<file path="src/rtl/blowfish128_pkg.sv">
// Shared types and sizes for the blowfish128 stream adapter.
package blowfish128_pkg;

  localparam int unsigned WORD_W          = 32;
  localparam int unsigned BLOCK_W         = 128;
  localparam int unsigned KEY_W           = 448;
  localparam int unsigned WORDS_PER_BLOCK = 4;

  typedef enum logic [1:0] {
    StFill,
    StRun,
    StDrain
  } state_e;

endpackage

</file>
<file path="src/rtl/blowfish128_word_shifter.sv">
// 128-bit block register with parallel load and 32-bit MSB-first shift-in.
module blowfish128_word_shifter
  import blowfish128_pkg::*;
(
  input  logic               clk,
  input  logic               rst,
  input  logic               load,
  input  logic [BLOCK_W-1:0] load_data,
  input  logic               shift,
  input  logic [WORD_W-1:0]  shift_in,
  output logic [BLOCK_W-1:0] data
);

  logic [BLOCK_W-1:0] data_q;

  always_ff @(posedge clk) begin
    if (rst) begin
      data_q <= '0;
    end else if (load) begin
      data_q <= load_data;
    end else if (shift) begin
      data_q <= {data_q[BLOCK_W-WORD_W-1:0], shift_in};
    end
  end

  assign data = data_q;

endmodule

</file>
<file path="src/rtl/blowfish128_stream_adapter.sv">
// Packs a 32-bit word stream into 128-bit blocks for blowfish128_top, runs one
// core operation per block and streams the 128-bit result back out as words.
module blowfish128_stream_adapter
  import blowfish128_pkg::*;
#(
  parameter int unsigned GAP_CYCLES = 2,
  parameter int unsigned TIMEOUT    = 4096,
  parameter int unsigned CNT_W      = 16
) (
  input  logic               clk,
  input  logic               rst,
  input  logic [WORD_W-1:0]  s_data,
  input  logic               s_valid,
  output logic               s_ready,
  input  logic               cfg_encrypt,
  input  logic [3:0]         cfg_key_length,
  input  logic [KEY_W-1:0]   cfg_key,
  output logic [WORD_W-1:0]  m_data,
  output logic               m_valid,
  input  logic               m_ready,
  output logic               m_last,
  output logic               core_enable,
  output logic               core_encrypt,
  output logic [BLOCK_W-1:0] core_plaintext,
  output logic [KEY_W-1:0]   core_key,
  output logic [3:0]         core_key_length,
  input  logic [BLOCK_W-1:0] core_ciphertext,
  input  logic               core_cipher_ready,
  output logic               timeout_err,
  output logic [CNT_W-1:0]   blocks_done
);

  localparam int unsigned GAP_W = $clog2(GAP_CYCLES + 1);
  localparam int unsigned TO_W  = $clog2(TIMEOUT + 1);

  state_e             state;
  logic [1:0]         idx;
  logic [GAP_W-1:0]   gap_cnt;
  logic [TO_W-1:0]    to_cnt;
  logic [BLOCK_W-1:0] out_block;
  logic               s_hs;
  logic               m_hs;
  logic               capture;

  // Word3 is held off until the core has seen its minimum Enable-low gap.
  assign s_ready = !rst && (state == StFill) && ((gap_cnt == '0) || (idx != 2'd3));
  assign m_valid = (state == StDrain);
  assign m_last  = m_valid && (idx == 2'd3);
  assign s_hs    = s_valid && s_ready;
  assign m_hs    = m_valid && m_ready;
  assign capture = (state == StRun) && core_cipher_ready;

  blowfish128_word_shifter u_packer (
    .clk       (clk),
    .rst       (rst),
    .load      (1'b0),
    .load_data ('0),
    .shift     (s_hs),
    .shift_in  (s_data),
    .data      (core_plaintext)
  );

  blowfish128_word_shifter u_unpacker (
    .clk       (clk),
    .rst       (rst),
    .load      (capture),
    .load_data (core_ciphertext),
    .shift     (1'b0),
    .shift_in  ('0),
    .data      (out_block)
  );

  always_comb begin
    m_data = out_block[3*WORD_W +: WORD_W];
    unique case (idx)
      2'd0: m_data = out_block[3*WORD_W +: WORD_W];
      2'd1: m_data = out_block[2*WORD_W +: WORD_W];
      2'd2: m_data = out_block[1*WORD_W +: WORD_W];
      2'd3: m_data = out_block[0 +: WORD_W];
    endcase
  end

  always_ff @(posedge clk) begin
    if (rst) begin
      state           <= StFill;
      idx             <= 2'd0;
      gap_cnt         <= GAP_W'(GAP_CYCLES);
      to_cnt          <= '0;
      core_enable     <= 1'b0;
      core_encrypt    <= 1'b0;
      core_key        <= '0;
      core_key_length <= 4'd0;
      timeout_err     <= 1'b0;
      blocks_done     <= '0;
    end else begin
      if (!core_enable && (gap_cnt != '0)) begin
        gap_cnt <= gap_cnt - GAP_W'(1);
      end
      unique case (state)
        StFill: begin
          if (s_hs) begin
            idx <= idx + 2'd1;
            if (idx == 2'd0) begin
              core_encrypt    <= cfg_encrypt;
              core_key_length <= cfg_key_length;
              core_key        <= cfg_key;
            end
            if (idx == 2'd3) begin
              state       <= StRun;
              core_enable <= 1'b1;
              to_cnt      <= '0;
            end
          end
        end
        StRun: begin
          // Ready beats timeout when both land on the same cycle.
          if (core_cipher_ready) begin
            core_enable <= 1'b0;
            gap_cnt     <= GAP_W'(GAP_CYCLES);
            state       <= StDrain;
          end else if (to_cnt == TO_W'(TIMEOUT - 1)) begin
            timeout_err <= 1'b1;
            core_enable <= 1'b0;
            gap_cnt     <= GAP_W'(GAP_CYCLES);
            state       <= StFill;
          end else begin
            to_cnt <= to_cnt + TO_W'(1);
          end
        end
        StDrain: begin
          if (m_hs) begin
            idx <= idx + 2'd1;
            if (idx == 2'd3) begin
              blocks_done <= blocks_done + CNT_W'(1);
              state       <= StFill;
            end
          end
        end
        default: state <= StFill;
      endcase
    end
  end

endmodule

</file>
<file path="config.mk">
export PLATFORM = sky130hd
export DESIGN_NAME = blowfish128_stream_adapter
export DESIGN_NICKNAME = d
export VERILOG_FILES = /design/src/rtl/blowfish128_pkg.sv /design/src/rtl/blowfish128_word_shifter.sv /design/src/rtl/blowfish128_stream_adapter.sv
export SDC_FILE = /design/constraint.sdc
export NUM_CORES = 2
export LEC_CHECK = 0
export BUFFER_PORTS_ARGS = -buffer_cell sky130_fd_sc_hd__buf_2
export CAP_MARGIN = 10
export CORE_AREA = 2 2 488 490
export DETAILED_ROUTE_END_ITERATION = 8
export DIE_AREA = 0 0 490 492
export PLACE_DENSITY_LB_ADDON = 0.1
export SYNTH_ARGS = -nofsm -noshare
export SYNTH_HDL_FRONTEND = slang
export SYNTH_SLANG_ARGS = --single-unit
export TNS_END_PERCENT = 1
</file>
<file path="constraint.sdc">
create_clock -name clk -period 2.2 [get_ports clk]
set_clock_uncertainty 0.1 [all_clocks]
set_input_delay 0.22 -clock clk [delete_from_list [all_inputs] [get_ports clk]]
set_output_delay 0.22 -clock clk [all_outputs]
set_load 0.005 [all_outputs]
</file>
=== Yosys cells after proc, flatten, opt, wreduce, memory -nomap -nowiden ===
Cells that the tools add are included.

* Input bits: 618
* Register bits after elaboration: 746
* Output and inout port bits: 634

* Bitwise gates (word level): 1
* Muxes and demuxes: 25
* Reductions and logical operators: 23
* Add/sub/neg operators: 4
* Equality and inequality tests: 14

{| class="wikitable"
|+ Operators with widths
! cell !! count
|-
| 32-bit one-hot mux with 4 select lines || 1
|-
| 13-bit two-way mux || 4
|-
| 13-bit one-hot mux with 2 select lines || 1
|-
| 2-bit two-way mux || 12
|-
| 16-bit by 1-bit adder with 16-bit output (second input constant) || 1
|-
| 13-bit by 1-bit adder with 13-bit output (second input constant) || 1
|-
| 13-bit by 12-bit == test with 1-bit output (second input constant) || 1
|-
| 3-bit AND reduction || 4
|-
| 5-bit AND reduction || 2
|-
| 2-bit != test (second input constant) || 4
|-
| 1-bit logical AND || 7
|-
| 2-bit == test (second input constant) || 3
|-
| 2-bit logical NOT || 3
|-
| 2-bit by 1-bit != test with 1-bit output (second input constant) || 3
|-
| 2-bit one-hot mux with 3 select lines || 1
|-
| 2-bit nonzero test || 3
|-
| 2-bit by 1-bit == test with 1-bit output (second input constant) || 2
|-
| 1-bit two-way mux || 4
|-
| 2-bit one-hot mux with 2 select lines || 1
|-
| 4-bit AND reduction || 1
|-
| 3-bit by 2-bit != test with 1-bit output (second input constant) || 1
|-
| 2-bit by 1-bit adder with 2-bit output (second input constant) || 1
|-
| 1-bit logical NOT || 2
|-
| 1-bit one-hot mux with 2 select lines || 1
|-
| other kinds (3) || 3
|}

=== Longest topological paths before layout ===
* Depth in word-level cells: 6
* Gate-level depth with buffers: 10

=== Modules after synthesis ===
A second synthesis with hierarchy kept.

* Cells, all modules: 3,451
* Area, all modules: 31,594.1 sq um

{| class="wikitable"
|+ By module, submodules not included
! module !! instances !! seq. area each (sq um) !! area each (sq um) !! cells an instance
|-
| blowfish128_stream_adapter || 1 || 9,809.4 || 18,276.3 || 2,313
|-
| blowfish128_word_shifter || 2 || 2,562.5 || 6,658.9 || 569
|}

=== Worst setup path before layout ===
No wires, ideal clock.

* Path type: reg2reg
* From: register idx[0]
* To: register blocks_done[15]
* Required time: 1.979 ns
* Arrival time: 1.710 ns
* Slack: 0.269 ns
* Cell stages (with the launch flop): 8
* Setup time: 0.121 ns
* Cell sequence: dfxtp_1 ha_1 buf_4 and4b_1 buf_4 nand3_1 nor4_1 mux2_2

* Longest elaborated chain between the ends: 2

{| class="wikitable"
|+ RTL lines
! item !! RTL line !! text
|-
| start: declaration || blowfish128_stream_adapter.sv:37 || <nowiki>logic [1:0] idx;</nowiki>
|-
| start signal: assignment || blowfish128_stream_adapter.sv:102 || <nowiki>idx <= idx + 2'd1;</nowiki>
|-
| start signal: assignment || blowfish128_stream_adapter.sv:132 || <nowiki>idx <= idx + 2'd1;</nowiki>
|-
| 2-bit == test || blowfish128_stream_adapter.sv:133 || <nowiki>if (idx == 2'd3) begin</nowiki>
|-
| 3-bit AND reduction (no line) || - ||
|-
| end signal: assignment || blowfish128_stream_adapter.sv:134 || <nowiki>blocks_done <= blocks_done + CNT_W'(1);</nowiki>
|-
| end: declaration || blowfish128_stream_adapter.sv:30 || <nowiki>output logic [CNT_W-1:0] blocks_done</nowiki>
|}

Every way passes these cells.
A chain may end at the register's enable or synchronous reset.

=== Worst setup path in the final report ===
* From: register idx[1]
* To: output port m_data[11]

* Longest elaborated chain between the ends: 2
* Elaborated cells on any way between the ends: 5
* Those cells by class: 3 x eq/ne; 1 x mux; 1 x reduce/logical

{| class="wikitable"
|+ RTL lines
! item !! RTL line !! text
|-
| 2-bit == test (tied with other cells) || blowfish128_stream_adapter.sv:75 || <nowiki>unique case (idx)</nowiki>
|-
| 32-bit one-hot mux with 4 select lines (*) || blowfish128_stream_adapter.sv:75 ||
|-
| end: declaration || blowfish128_stream_adapter.sv:18 || <nowiki>output logic [WORD_W-1:0] m_data,</nowiki>
|}

Every way passes the cells marked *; elsewhere a longest branch is shown, timed or not.

==> summary.txt <==
Synth
  – Ys flop type: dfxtp_1
  – Largest family of logic cells by synthesized area: simple AND/OR/NAND/NOR gates
  – Top cells by area, synth: dfxtp_1 55%, nand2_1 20%, a21oi_1 11%
  – Most frequent cells after synthesis: 1434 x nand2_1, 746 x dfxtp_1, 599 x a21oi_1
  – Synth Cell Area: 27100 um^2
  – Synth Area in XOR/XNOR: 0.00259
  – Synth warn: 0
  – Mapped Cells: 3412
  – Syn avg cell area: 7.94 um^2
  – Compound-cell area share of the yosys netlist: 0.132
  – Post-synth EDFFs: 0
  – Post-Synth Adder-Cell Area: 0.00369
  – Register bit total from synthesis: 746
  – Most common cell in the synthesized netlist: nand2_1
  – Share of the synthesized area in the top cell type: 0.551
  – Share of synthesized registers carrying an async set or reset: 0
  – Leading area contributor after synthesis: dfxtp_1
  – Simple-gate share of the synthesized area: 0.254
  – Synth cell types: 43
  – Mux contribution to synthesized area: 0.0130
  – Net Count, Synth: 4038
  – Post-synthesis sequential area ratio: 0.551

Timing
  – Max Freq: 369 MHz
  – Final setup fails: 296
  – Final Hold Fails: 0
  – Fin crit share: 1.23
  – Fin. max-slew vios: 0
  – Worst Slack Setup Final: -0.511 ns
  – Worst-Margin Slew: 0.973 ns
  – Final Critical Period: 2.71 ns
  – RSZ-0062 raised after global routing: yes
  – Rel. slew slack: 0.351

Placement
  – Placed cell count: 7727
  – RD Place Congestion: 0.888
  – DP Wirelength: 133000 um
  – Port Buf Inserts: 1251

Power
  – Power per cell area: 738 nW/um^2
  – Pwr Total: 36.1 mW
  – Leakage: 21.2 nW
  – Maximum VDD drop: 534 uV

Worst setup path
  – Crit path DAT: 2.39 ns
  – Worst setup EP type: output pin
  – Worst-path maximum fanout: 8
  – Kind of critical path: flop to output pin
  – Most used cell, CP: buf_12
  – Reg2reg setup slack: -0.06 ns
  – Reg-to-Reg Start: idx[1]
  – CP Cell Sequence: ha_4 > buf_12 > buf_12 > buf_12 > a222oi_1 > mux2i_1 > buf_2
  – Slowest-stage cell, CP: a222oi_1
  – Crit start category: flop
  – WP data required: 1.88 ns
  – Worst path max stage delay: 0.38 ns
  – R2R depth: 10
  – Reg-to-Reg End: core_key[408]

Global routing
  – Vias in the first global route: 31200
  – GR Overflow Total: 0
  – Tot GR Track Use: 0.139
  – First-pass GRT wire length: 242000 um
  – Largest net degree at the start of global routing: 164
  – Initial antenna violation count: 28

Clocking
  – CTS Buf Count: 103
  – TritonCTS clock tree: built
  – Clock Path Buffers: 3
  – Root Buffer: clkbuf_16
  – Clk pin slew, worst setup/hold paths: 0.06 ns
  – Clock sinks: 746
  – Worst-Skew Late Latency: 0.73 ns
  – H-tree level count: 3

Detailed routing
  – Vias per inst: 3.57
  – First-pass DRT Iterations: 8
  – Post-route DRC violation count: 0
  – Via count: 30800
  – Average routed wire per standard cell: 20.2 um
  – Antenna Violating Nets Remaining: 0
  – Initial DRC count: 1871
  – Drt total wl: 175000 um

Floorplanning
  – Core box area: 236000 um^2
  – Die area: 241000 um^2
  – Die height: 492 um
  – Die Wd: 490 um
  – Initial Util: 0.115
  – Io pins: 1252
  – Num rows: 179

Final layout
  – Total Nets Final: 5993
  – Layout cells sized above 1: 0.294
  – Multi-input gate area: 11100 um^2
  – Non-filler cells, final: 8634
  – FF+latch area: 14900 um^2
  – Layout area overhead: 80.9%
  – Fillers: 26800

Hold path
  – Worst Hold Launch: s_data[19]
  – Hold/Removal Path Class: input port to flop
  – Hold Crit Depth: 4
  – Hold Path Sink: u_packer.data[19]

Outcome
  – Status: complete, but fails checks
  – Failing checks: negative setup slack

Flow run
  – MaxCap Viol Count: 0
state kept, by name (all words and copies together), names as in the netlist:
signal           cells
blocks_done         16
core_enable          1
core_encrypt         1
core_key           448
core_key_length      4
gap_cnt              2
idx                  2
state                2
timeout_err          1
to_cnt              13
u_packer.data      128
u_unpacker.data    128
where the power goes:
part           internal (mW)  switching, mW  leakage (nW)  total [mW]
Clock                   10.1           7.11          1.66        17.2
Sequential              14.0          0.357          6.07        14.4
Combinational           2.21           2.32          13.5        4.53
Total                   26.4           9.78          21.2        36.1
layout make-up:
class	instances	area share
clock buffers	163	0.0634
inverters	39	0.00304
diodes	19	0.000970
flip-flops and latches	746	0.305
repair buffers	2110	0.315
clock inverters	23	0.00598
multi-input cells	2367	0.226
well taps	3167	0.0809
layer usage:
metal  vias up  track usage  wire length, um
met5         -            0              102
met4        14       0.0537             6380
met3       215       0.0432            13500
met2      1053        0.221            79000
met1     14400        0.174            75800
li1      15100            -                -
cells by family after synthesis:
kind of cell             count (synthesis)
AO/OA/AOI/OAI                          667
XOR/XNOR                                 8
adder cells (fa/ha/maj)                  8
buffers and inverters                  299
flip-flops                             746
multiplexers                            35
AND/OR/NAND/NOR                       1649
layout by cell type, fill, tap and decap left out, types with 6 or more instances in the layout:
master and instances:
a31oi_1 8, buf_4 89, dfxtp_1 743, or3_1 9, buf_16 6, dlygate4sd3_1 692, or4_1 7, buf_2 1247
clkinv_2 8, nand3b_1 130, mux2i_1 31, inv_1 37, diode_2 19, buf_6 12, o21ai_0 7, o211ai_1 11
nand2_1 1433, buf_12 63, a21oi_1 599, clkbuf_1 31, nor2_1 16, nand3_1 8, xor2_1 6, clkbuf_16 104
clkbuf_8 28, nand4_1 9, a222oi_1 32
metrics by stage:
stage	worst slack, ns	utilization	cell area (um^2)	hold slack, ns	TNS, ns
after global placement	-0.204	0.162	38300	0.314	-53.21
after global routing	-0.692	0.207	49000	0.0607	-57.74
final	-0.511	0.207	49000	0.131	-21.11
after detailed placement	-0.209	0.162	38300	0.310	-53.13
after floorplan	0.269	-	27100	0.219	0
after CTS	-0.623	0.207	48900	0.000600	-86.75
critical path: cells and delay by family, from the launching register on:
family / cells / cell delay (ns)
buffers and inverters: 4 / 0.59
AOI/OAI and AO/OA: 1 / 0.38
DFF: 1 / 0.37
adders and majority gates: 1 / 0.17
muxes: 1 / 0.15
what timing repair did:
item	in CTS	in global routing
hold buffers	692	0
endpoints found under the setup margin	471	560
gates cloned	4	0
buffers inserted	4	3
pin swaps	16	14
endpoints found under the hold margin	636	0
resized for setup	33	16
how the worst max path moves through the flow:
stage	cells after the start	start	slack (ns)	endpoint
2_1_floorplan	7	idx[0]	0.27	blocks_done[15]
3_5_place_dp	9	gap_cnt[0]	-0.21	core_key[62]
3_3_place_gp	9	gap_cnt[0]	-0.20	core_key[54]
5_1_grt	7	idx[0]	-0.69	m_data[6]
6_report	7	idx[1]	-0.51	m_data[11]
4_1_cts	7	idx[1]	-0.62	m_data[11]
Power figures use the tool's default switching activity.
